**src/rtl/div_issue_if.sv**
```systemverilog
// Two-port DIV/REM uop issue handshake into div_issue_ctrl.
interface div_issue_if #(
    parameter int unsigned SQN_W  = 7,
    parameter int unsigned DATA_W = 80
);
    logic [1:0]          IN_uopValid;
    logic [2*SQN_W-1:0]  IN_uopSqN;
    logic [2*DATA_W-1:0] IN_uopData;
    logic [1:0]          OUT_uopReady;

    modport master (output IN_uopValid, IN_uopSqN, IN_uopData, input OUT_uopReady);
    modport slave  (input IN_uopValid, IN_uopSqN, IN_uopData, output OUT_uopReady);
endinterface

```
**src/rtl/div_issue_ctrl.sv**
```systemverilog
// Age-ordered uop buffer and issue control for the iterative divider.
// Optional `DIV_BACK2BACK_EN: allow dispatch in the same cycle as IN_divDone.
module div_issue_ctrl #(
    parameter int unsigned DEPTH  = 4,
    parameter int unsigned DATA_W = 80,
    parameter int unsigned SQN_W  = 7
) (
    input  logic              clk,
    input  logic              rst,
    div_issue_if.slave        uop,
    input  logic              IN_branchValid,
    input  logic [SQN_W-1:0]  IN_branchSqN,
    input  logic              IN_divBusy,
    input  logic              IN_divDone,
    output logic              OUT_divValid,
    output logic [SQN_W-1:0]  OUT_divSqN,
    output logic [DATA_W-1:0] OUT_divData,
    output logic [3:0]        OUT_count,
    output logic              OUT_inflight
);
    localparam int unsigned IDX_W = $clog2(DEPTH);

    typedef enum logic {ST_IDLE, ST_BUSY} infl_state_e;

    infl_state_e       state_q, state_d;
    logic [SQN_W-1:0]  infl_sqn_q, infl_sqn_d;
    logic [DEPTH-1:0]  valid_q, valid_d;
    logic [SQN_W-1:0]  sqn_q [DEPTH];
    logic [SQN_W-1:0]  sqn_d [DEPTH];
    logic [DATA_W-1:0] data_q [DEPTH];
    logic [DATA_W-1:0] data_d [DEPTH];
    logic [3:0]        count_q, count_d;
    logic              rr_q, rr_d;
    logic              div_valid_q, div_valid_d;
    logic [SQN_W-1:0]  div_sqn_q, div_sqn_d;
    logic [DATA_W-1:0] div_data_q, div_data_d;

    logic [3:0]        free;
    logic [1:0]        ready;
    logic [DEPTH-1:0]  kill;
    logic [DEPTH-1:0]  taken;
    logic              placed;
    logic              cand_found;
    logic [IDX_W-1:0]  cand_idx;
    logic              issue_blocked;
    logic              dispatch;

    // $signed(a-b) > 0 in SQN_W bits: sign bit clear and non-zero.
    function automatic logic younger(input logic [SQN_W-1:0] a, input logic [SQN_W-1:0] b);
        logic [SQN_W-1:0] diff;
        diff = a - b;
        return !diff[SQN_W-1] && (diff != '0);
    endfunction

    always_comb begin
        free  = 4'(DEPTH) - count_q;
        ready = '0;
        rr_d  = rr_q;
        if (free >= 4'd2) begin
            ready = 2'b11;
        end else if (free == 4'd1) begin
            if (&uop.IN_uopValid) begin
                ready = rr_q ? 2'b10 : 2'b01;
                rr_d  = ~rr_q;
            end else begin
                ready = uop.IN_uopValid;
            end
        end
    end

    assign uop.OUT_uopReady = ready;

    always_comb begin
        kill       = '0;
        cand_found = 1'b0;
        cand_idx   = '0;
        for (int unsigned i = 0; i < DEPTH; i++) begin
            kill[i] = IN_branchValid && younger(sqn_q[i], IN_branchSqN);
            if (valid_q[i] && !kill[i] &&
                (!cand_found || younger(sqn_q[cand_idx], sqn_q[i]))) begin
                cand_found = 1'b1;
                cand_idx   = IDX_W'(i);
            end
        end
    end

`ifdef DIV_BACK2BACK_EN
    assign issue_blocked = (state_q == ST_BUSY) && !IN_divDone;
`else
    assign issue_blocked = (state_q == ST_BUSY);
`endif

    assign dispatch = cand_found && !issue_blocked && !IN_divBusy;

    always_comb begin
        valid_d = valid_q & ~kill;
        sqn_d   = sqn_q;
        data_d  = data_q;
        taken   = valid_q;
        placed  = 1'b0;
        if (dispatch) valid_d[cand_idx] = 1'b0;
        // Only slots empty at the start of the cycle are filled, matching the free count.
        for (int unsigned p = 0; p < 2; p++) begin
            placed = 1'b0;
            if (uop.IN_uopValid[p] && ready[p] &&
                !(IN_branchValid && younger(uop.IN_uopSqN[p*SQN_W +: SQN_W], IN_branchSqN))) begin
                for (int unsigned i = 0; i < DEPTH; i++) begin
                    if (!placed && !taken[i]) begin
                        placed     = 1'b1;
                        taken[i]   = 1'b1;
                        valid_d[i] = 1'b1;
                        sqn_d[i]   = uop.IN_uopSqN[p*SQN_W +: SQN_W];
                        data_d[i]  = uop.IN_uopData[p*DATA_W +: DATA_W];
                    end
                end
            end
        end
        count_d = '0;
        for (int unsigned i = 0; i < DEPTH; i++) count_d = count_d + 4'(valid_d[i]);
    end

    always_comb begin
        div_valid_d = dispatch;
        div_sqn_d   = div_sqn_q;
        div_data_d  = div_data_q;
        if (dispatch) begin
            div_sqn_d  = sqn_q[cand_idx];
            div_data_d = data_q[cand_idx];
        end
    end

    always_comb begin
        state_d    = state_q;
        infl_sqn_d = infl_sqn_q;
        if (dispatch) begin
            state_d    = ST_BUSY;
            infl_sqn_d = sqn_q[cand_idx];
        end else if (state_q == ST_BUSY &&
                     (IN_divDone || (IN_branchValid && younger(infl_sqn_q, IN_branchSqN)))) begin
            state_d = ST_IDLE;
        end
    end

    always_ff @(posedge clk or posedge rst) begin
        if (rst) begin
            state_q    <= ST_IDLE;
            infl_sqn_q <= '0;
        end else begin
            state_q    <= state_d;
            infl_sqn_q <= infl_sqn_d;
        end
    end

    always_ff @(posedge clk or posedge rst) begin
        if (rst) begin
            valid_q     <= '0;
            count_q     <= '0;
            rr_q        <= 1'b0;
            div_valid_q <= 1'b0;
            div_sqn_q   <= '0;
            div_data_q  <= '0;
            for (int unsigned i = 0; i < DEPTH; i++) begin
                sqn_q[i]  <= '0;
                data_q[i] <= '0;
            end
        end else begin
            valid_q     <= valid_d;
            count_q     <= count_d;
            rr_q        <= rr_d;
            div_valid_q <= div_valid_d;
            div_sqn_q   <= div_sqn_d;
            div_data_q  <= div_data_d;
            for (int unsigned i = 0; i < DEPTH; i++) begin
                sqn_q[i]  <= sqn_d[i];
                data_q[i] <= data_d[i];
            end
        end
    end

    always_comb begin
        OUT_divValid = div_valid_q;
        OUT_divSqN   = div_sqn_q;
        OUT_divData  = div_data_q;
        OUT_count    = count_q;
        OUT_inflight = (state_q == ST_BUSY);
    end
endmodule

```
**src/flat_wrapper.sv**
```systemverilog
// flat-port wrapper written by rule: the top's interface ports become plain ports
module div_issue_ctrl_flat 
#(
    parameter int unsigned DEPTH  = 4,
    parameter int unsigned DATA_W = 80,
    parameter int unsigned SQN_W  = 7
)
  (clk, rst, IN_branchValid, IN_branchSqN, IN_divBusy, IN_divDone, OUT_divValid, OUT_divSqN, OUT_divData, OUT_count, OUT_inflight, uop_IN_uopValid, uop_IN_uopSqN, uop_IN_uopData, uop_OUT_uopReady);
  div_issue_if #(.SQN_W(SQN_W), .DATA_W(DATA_W)) uop_i ();
  input  logic clk;
  input  logic rst;
  input  logic IN_branchValid;
  input  logic [SQN_W-1:0] IN_branchSqN;
  input  logic IN_divBusy;
  input  logic IN_divDone;
  output logic OUT_divValid;
  output logic [SQN_W-1:0] OUT_divSqN;
  output logic [DATA_W-1:0] OUT_divData;
  output logic [3:0] OUT_count;
  output logic OUT_inflight;
  input wire logic [$bits(uop_i.IN_uopValid)-1:0] uop_IN_uopValid;
  input wire logic [$bits(uop_i.IN_uopSqN)-1:0] uop_IN_uopSqN;
  input wire logic [$bits(uop_i.IN_uopData)-1:0] uop_IN_uopData;
  output wire logic [$bits(uop_i.OUT_uopReady)-1:0] uop_OUT_uopReady;
  assign uop_i.IN_uopValid = uop_IN_uopValid;
  assign uop_i.IN_uopSqN = uop_IN_uopSqN;
  assign uop_i.IN_uopData = uop_IN_uopData;
  assign uop_OUT_uopReady = uop_i.OUT_uopReady;
  div_issue_ctrl #(.DEPTH(DEPTH), .DATA_W(DATA_W), .SQN_W(SQN_W)) u_core (.clk(clk), .rst(rst), .uop(uop_i), .IN_branchValid(IN_branchValid), .IN_branchSqN(IN_branchSqN), .IN_divBusy(IN_divBusy), .IN_divDone(IN_divDone), .OUT_divValid(OUT_divValid), .OUT_divSqN(OUT_divSqN), .OUT_divData(OUT_divData), .OUT_count(OUT_count), .OUT_inflight(OUT_inflight));
endmodule
```
**config.mk**
```make
export PLATFORM = sky130hd
export DESIGN_NAME = div_issue_ctrl_flat
export DESIGN_NICKNAME = d
export VERILOG_FILES = /design/src/rtl/div_issue_if.sv /design/src/rtl/div_issue_ctrl.sv /design/src/flat_wrapper.sv
export SDC_FILE = /design/constraint.sdc
export NUM_CORES = 1
export LEC_CHECK = 0
export CAP_MARGIN = 30
export CORE_AREA = 2 2 233 235
export CTS_CLUSTER_SIZE = 20
export DETAILED_ROUTE_END_ITERATION = 12
export DIE_AREA = 0 0 235 237
export PLACE_DENSITY = 0.79
export SYNTH_ARGS = -nofsm -noshare
export SYNTH_HDL_FRONTEND = slang
export SYNTH_SLANG_ARGS = --single-unit
```
**constraint.sdc**
```tcl
create_clock -name clk -period 21.2 [get_ports clk]
set_clock_uncertainty 0.15 [all_clocks]
set_input_delay 4.24 -clock clk [delete_from_list [all_inputs] [get_ports clk]]
set_output_delay 4.24 -clock clk [all_outputs]
set_load 0.005 [all_outputs]
```
# After elaboration in Yosys (flattened, before gate mapping)
# Cells that the tools add are included.
# totals
input_bits	188
register_bits	446
elab_cells	207
# classes
n_lt_le_gt_ge	6
n_reduce_logical	88
bitwise	9
n_mux	74
eq_ne	1
n_addsub	14
# op_table
cell	count
$mux W80	10
$mux W320	2
$bmux W80 S2	1
$mux W7	14
$reduce_bool A7 Y1	10
$sub A7 B7 Y7	10
$mux W28	2
$bmux W7 S2	3
$logic_and A1 B1 Y1	38
$logic_not A1 Y1	33
$mux W1	31
$mux W4	4
$mux W2	6
$ge A3 B3 Y1 const B	3
$add A4 B1 Y4	2
$and A4 B4 Y4	2
$not A4 Y4	2
$not A2 Y3	2
$eq A4 B1 Y1 const B	1
$ge A4 B2 Y1 const B	1
$logic_or A1 B1 Y1	4
$reduce_and A4 Y1	1
$sub A3 B4 Y4 const A	1
$lt A2 B3 Y1 const B	1
other kinds (7)	8

# Longest topological paths before layout
# depth
depth_word	45
mapped_depth	42
ltp_nobuf	37

# Worst setup path after synthesis
# OpenSTA, ideal clock, no wires.
# synth_timing
path_type	input to register
startpoint	input port IN_branchSqN[1]
endpoint	register u_core.count_q[1], in the netlist u_core.OUT_count[1]
setup_ns	0.126
slack_ns	7.968
stages	38
n_path_buf	4
required_time_ns	20.924
arrival_time_ns	12.956
path_cell_list	inv_1 -> fa_1 -> a21o_1 -> a2111oi_0 -> a221o_1 -> a32o_1 -> o21ai_0 -> nand2_1 -> clkbuf_1 -> mux2_2 -> ha_1 -> nor2b_1 -> o31a_1 -> or4_1 -> and3_4 -> or2_0 -> a221o_1 -> a31o_4 -> [2 not listed] -> buf_6 -> nand2_1 -> o21ai_0 -> ha_1 -> fa_1 -> nand2b_1 -> a21boi_0 -> o21a_1 -> o21ai_0 -> a211oi_1 -> nor3b_1 -> nand2_1 -> o2111ai_4 -> o21a_1 -> or3_1 -> ha_1 -> fa_1 -> ha_1
# synth_via
elab_chain_cells	45
elab_cells_between_ends	115
cone_classes	add/sub: 11; order compare: 2; mux: 33; bitwise: 6; reduce/logical: 63
# synth_rtl
element	line_no	rtl
start: declaration	flat_wrapper.sv:13	input logic [SQN_W-1:0] IN_branchSqN;
$sub A7 B7 Y7	div_issue_ctrl.sv:51	diff = a - b;
$reduce_bool A7 Y1 or $logic_not A1 Y1 (tied branches)	div_issue_ctrl.sv:52	return !diff[SQN_W-1] && (diff != '0);
$logic_and A1 B1 Y1	div_issue_ctrl.sv:52	
$logic_and A1 B1 Y1	div_issue_ctrl.sv:78	kill[i] = IN_branchValid && younger(sqn_q[i], IN_branchSqN);
$logic_not A1 Y1	div_issue_ctrl.sv:79	if (valid_q[i] && !kill[i] &&
$logic_and A1 B1 Y1	div_issue_ctrl.sv:79	
$mux W1	div_issue_ctrl.sv:79	
$logic_not A1 Y1	div_issue_ctrl.sv:80	(!cand_found || younger(sqn_q[cand_idx], sqn_q[i]))) begin
[30 not listed]	-	
$mux W1	div_issue_ctrl.sv:108	if (!placed && !taken[i]) begin
$mux W4	div_issue_ctrl.sv:105	if (uop.IN_uopValid[p] && ready[p] &&
$mux W1	div_issue_ctrl.sv:108	
$mux W4 *	div_issue_ctrl.sv:105	
via u_core.valid_d[1]	div_issue_ctrl.sv:27	logic [DEPTH-1:0] valid_q, valid_d;
$add A1 B1 Y2 *	div_issue_ctrl.sv:119	for (int unsigned i = 0; i < DEPTH; i++) count_d = count_d + 4'(valid_d[i]);
$add A4 B1 Y4 * (2 in series)	div_issue_ctrl.sv:119	
via u_core.count_d[1]	div_issue_ctrl.sv:32	logic [3:0] count_q, count_d;
end signal: assignment	div_issue_ctrl.sv:168	count_q <= count_d;
end: declaration	div_issue_ctrl.sv:32	
# The timed path passes the listed nets; every way through them passes the cells marked *. The select of a mux whose other input is x is not followed.
# A chain may end at the register's enable or synchronous reset.

# Final worst setup path
# layout_timing
startpoint	input port IN_branchSqN[1]
endpoint	register u_core.infl_sqn_q[5]
# layout_via
elab_chain_cells	35
elab_cells_between_ends	66
cone_classes	add/sub: 6; mux: 16; bitwise: 3; reduce/logical: 41
# layout_rtl
element	line_no	rtl
$sub A7 B7 Y7	div_issue_ctrl.sv:51	
$reduce_bool A7 Y1 or $logic_not A1 Y1 (tied branches)	div_issue_ctrl.sv:52	
$logic_and A1 B1 Y1	div_issue_ctrl.sv:52	
$logic_and A1 B1 Y1	div_issue_ctrl.sv:78	
$logic_not A1 Y1	div_issue_ctrl.sv:79	
$logic_and A1 B1 Y1	div_issue_ctrl.sv:79	
$mux W1	div_issue_ctrl.sv:79	
$logic_not A1 Y1	div_issue_ctrl.sv:80	
[18 not listed]	-	
$reduce_bool A7 Y1 or $logic_not A1 Y1 (tied branches)	div_issue_ctrl.sv:52	
$logic_and A1 B1 Y1	div_issue_ctrl.sv:52	
$logic_or A1 B1 Y1	div_issue_ctrl.sv:80	
$logic_and A1 B1 Y1	div_issue_ctrl.sv:79	
$mux W2	div_issue_ctrl.sv:79	
$not A2 Y3 (implied by the code)	div_issue_ctrl.sv:137	infl_sqn_d = sqn_q[cand_idx];
$bmux W7 S2	div_issue_ctrl.sv:137	
$mux W7 (implied by the code) (2 in series)	div_issue_ctrl.sv:137	
end signal: assignment	div_issue_ctrl.sv:150	infl_sqn_q <= infl_sqn_d;
end: declaration	div_issue_ctrl.sv:26	logic [SQN_W-1:0] infl_sqn_q, infl_sqn_d;
# Several ways; a longest one is shown, not always the timed one. The select of a mux whose other input is x is not followed.

==> impl_results.md <==
- Max cap viols: 0
- Synthesis-to-finish area growth: 19.2%
- Share of layout cells above drive strength 1: 0.277
- Fin crit share: 0.660
- WHS Endpoint: u_core.rr_q
- Outcome: complete, no violations
- Synth Area in XOR/XNOR: 0.0110
- Slowest cell delay on critical path: between 0.8 and 0.9 ns
- Simple logic cell fraction of the synthesized area: 0.0913
- Hold-fix buffers, CTS: 0
- DIE HEIGHT: between 200 and 250 um
- Clk slew on worst S/H paths: 0.06 ns
- Drt total wl: 78300 um
- Max Fclk: between 70 and 80 MHz
- Gr usage total: 0.275
- RSZ-0062 raised after global routing: no
- HP Start: u_core.rr_q
- #FFs+latches synth: ~450
- Worst Hold Slack: 0.346 ns
- H-Tree Depth: 2
- Yosys warnings: 0
- Top Usage Layer GRT: met2
- Final Net Count: around 2900
- CTS root buf: clkbuf_16
- Leakage power: approximately 14 nW
- Area fraction of the dominant cell type after synthesis: 0.423
- Part of the power in registers: 0.294
- Internal: 3.26 mW
- DR pass1 iterations: 7
- Largest family of logic cells by synthesized area: multiplexers
- GPL Wtd Cong: 0.931
- Antenna Nets Post-Route: 0
- Vias in the first global route: ~21000
- Clock Sink Count: 445
- Asr flop ratio synth: 1.00
- CTS tree: done
- Register area share after synthesis: 0.423
- Clock Path Buffers: 3
- Input/output buffers: 281
- Buffers & Inverters on Critical Path: 3
- Die width: roughly 240 um
- Post-Syn Instances: around 2400
- Reg2Reg Depth: 34
- Initial antenna violation count: 13
- Crit Path Category: primary input to register
- Vias per cell: 6.11
- EDFF count, synth: 0
- Combinational share of power: 0.549
- Clock Power Share: 0.157
- Hpwl dp: 49300 um
- Switching Fraction: 0.395
- Worst-margin pin slew: just over 1 ns
- Clock latency on the worst-skew pair: ~0.60 ns
- Dominant synthesized flop cell: dfrtp_1
- I/O pin count: about 280
- Post-synthesis mux area share: 0.292
- Netlist cell types: 78
- Flop2flop setup slack: 11.21 ns
- DIE AREA: 0.0557 mm2
- Ranking of synthesized cells by area: dfrtp_1 (42%), mux2_2 (24%), mux2i_1 (4.2%)
- Commonest non-fill, non-tap cell in the layout: mux2_2
- Crit start category: primary input
- Post-CTS Resized: 0
- Crit path DAT: ~14 ns
- Syn avg cell area: 11.0 um2
- Max_slew headroom: 0.320
- Syn Nets: between 2000 and 3000
- Setup Buffers After CTS: 0
- Core area: about 0.053 mm2
- Vias: between 20000 and 25000
- Hold Crit Depth: 1
- Starting Density: 0.494
- Hold WC Path Type: register to register
- Peak VDD IR: about 0.087 mV
- Crit path max fanout: around 50
- Power Dens Cells: 171 mW/mm2
- CP delay by family, top: compound AO/OA/AOI/OAI gates
- WP data required: between 20 and 25 ns
- Compound-Gate Fraction of Synth Area: 0.104
- Setup crit end kind: register
- Hold violation count in the final report: 0
- Synth Cell Area: between 0.02 and 0.03 mm2
- Fin crit period: 13.98 ns
- Synth area leader: dfrtp_1
- M1 GR Usage: 0.352
- CP max stage cell: and4_2
- Worst reg2reg endpoint: u_core.infl_sqn_q[5]
- Worst r2r src: u_core.sqn_q[21]
- Pin count of the biggest net entering global routing: around 120
- FILL cells: approximately 4200
- # rows: 85
- Psw: about 2.1 mW
- Setup Total Neg Slack: 0 ns
- Residual DRC: 0
- DR WL/cell: roughly 24 um
- Finish-stage setup viols: 0
- Max Slew Vio Count: 0
- First-pass GRT wire length: 120000 um
- Crit-path most repeated cell: o21ai_0
- Met2 Track Usage GR: 0.461
- Grt met3 use: 0.0501
- Synth Area in Adders: 0.0392
- DRT iter0 DRCs: approximately 1500
- Most frequent cells in the layout: mux2_2 (563), dfrtp_1 (445), nand2_1 (290), clkdlybuf4s50_1 (281), o21ai_0 (179)
- GR Overflow Total: 0
- Total CTS buffers: between 40 and 50
-- Yosys cell counts, types with 8 or more instances --
library cell  instances
mux2_2              563
dfrtp_1             445
nand2_1             293
o21ai_0             179
mux2i_1             110
clkbuf_1             94
a221o_1              68
and3_1               68
ha_1                 65
inv_1                60
nor2_1               50
buf_2                42
a21oi_1              27
nor2b_1              20
xnor2_1              19
a31oi_1              18
mux2_4               17
nor3_1               17
a41oi_1              16
nand3_1              14
xor2_1               14
buf_6                13
fa_1                 11
o21a_1               11
nand2b_1             10
nor3b_1               9
a21o_1                8
buf_1                 8
buf_4                 8
o211ai_1              8
-- sequential cells by signal, summed over array words and instances (netlist names) --
name	flops
u_core.infl_sqn_q	7
u_core.OUT_divData	80
u_core.OUT_inflight	1
u_core.valid_q	4
u_core.rr_q	1
u_core.OUT_divValid	1
u_core.sqn_q	28
u_core.OUT_count	3
u_core.data_q	320
-- final cells by class --
| cell class | instances | area (um2) | share of cell area |
|---|---|---|---|
| diodes | 3 | 7.51 | 0.000239 |
| clock buffers | 79 | 1500 | 0.0477 |
| clock inverters | 10 | 82.6 | 0.00263 |
| inverters | 60 | 233 | 0.00741 |
| multi-input cells | 1715 | 14300 | 0.454 |
| flip-flops and latches | 445 | 11100 | 0.355 |
| well taps | 696 | 871 | 0.0277 |
| repair buffers | 322 | 3320 | 0.106 |
-- routing by layer --
metal | wire length (um) | vias up
met5 | 124 | -
met4 | 2360 | 20
met3 | 5620 | 184
met2 | 38200 | 831
met1 | 32000 | 10273
li1 | - | 9051
-- worst register-to-register path: cells and delay by family, from the launching register on --
kind | cells | cell delay [ns]
muxes | 1 | 0.37
and+or+nand+nor | 10 | 2.71
adders and majority gates | 5 | 1.60
AOI/OAI and AO/OA | 15 | 3.68
DFF | 1 | 0.45
buffers and inverters | 3 | 0.92
-- power by group through the flow --
stage	Sequential (mW)	Clock, mW	Combinational (mW)
after floorplan	1.47	0	2.14
after global placement	1.55	0	2.76
after detailed placement	1.58	0	2.91
after CTS	1.57	0.855	2.92
after global routing	1.62	0.891	3.21
final	1.58	0.844	2.95
-- cells by family after synthesis --
group                      Yosys count
buffers and inverters              225
other                                1
xor gates and xnor gates            33
and+or+nand+nor                    519
DFF                                445
adders and majority gates           76
AOI/OAI and AO/OA                  396
muxes                              690
-- worst max-delay path by stage --
stage / start / end / slack (ns) / depth (start not counted)
2_1_floorplan: rst / u_core.OUT_count[0] / 4.41 / 1
3_3_place_gp: IN_branchSqN[1] / u_core.OUT_divData[55] / 7.02 / 33
3_5_place_dp: IN_branchSqN[1] / u_core.OUT_divData[72] / 6.68 / 33
4_1_cts: IN_branchSqN[1] / u_core.OUT_divData[57] / 7.25 / 33
5_1_grt: IN_branchSqN[1] / u_core.infl_sqn_q[3] / 6.57 / 33
6_report: IN_branchSqN[1] / u_core.infl_sqn_q[5] / 7.22 / 33
-- metrics by stage --
step | utilization | power (mW) | area [um2] | std cells | worst slack (ns)
floorplan | - | 3.61 | 26300 | 2385 | 4.41
global placement | 0.554 | 4.32 | 29500 | 3227 | 7.02
detailed placement | 0.557 | 4.49 | 29700 | 3233 | 6.68
CTS | 0.587 | 5.35 | 31300 | 3322 | 7.25
global route | 0.589 | 5.72 | 31400 | 3329 | 6.57
finish | 0.589 | 5.38 | 31400 | 3330 | 7.22
Note: power is estimated with default switching activity, not from simulation.
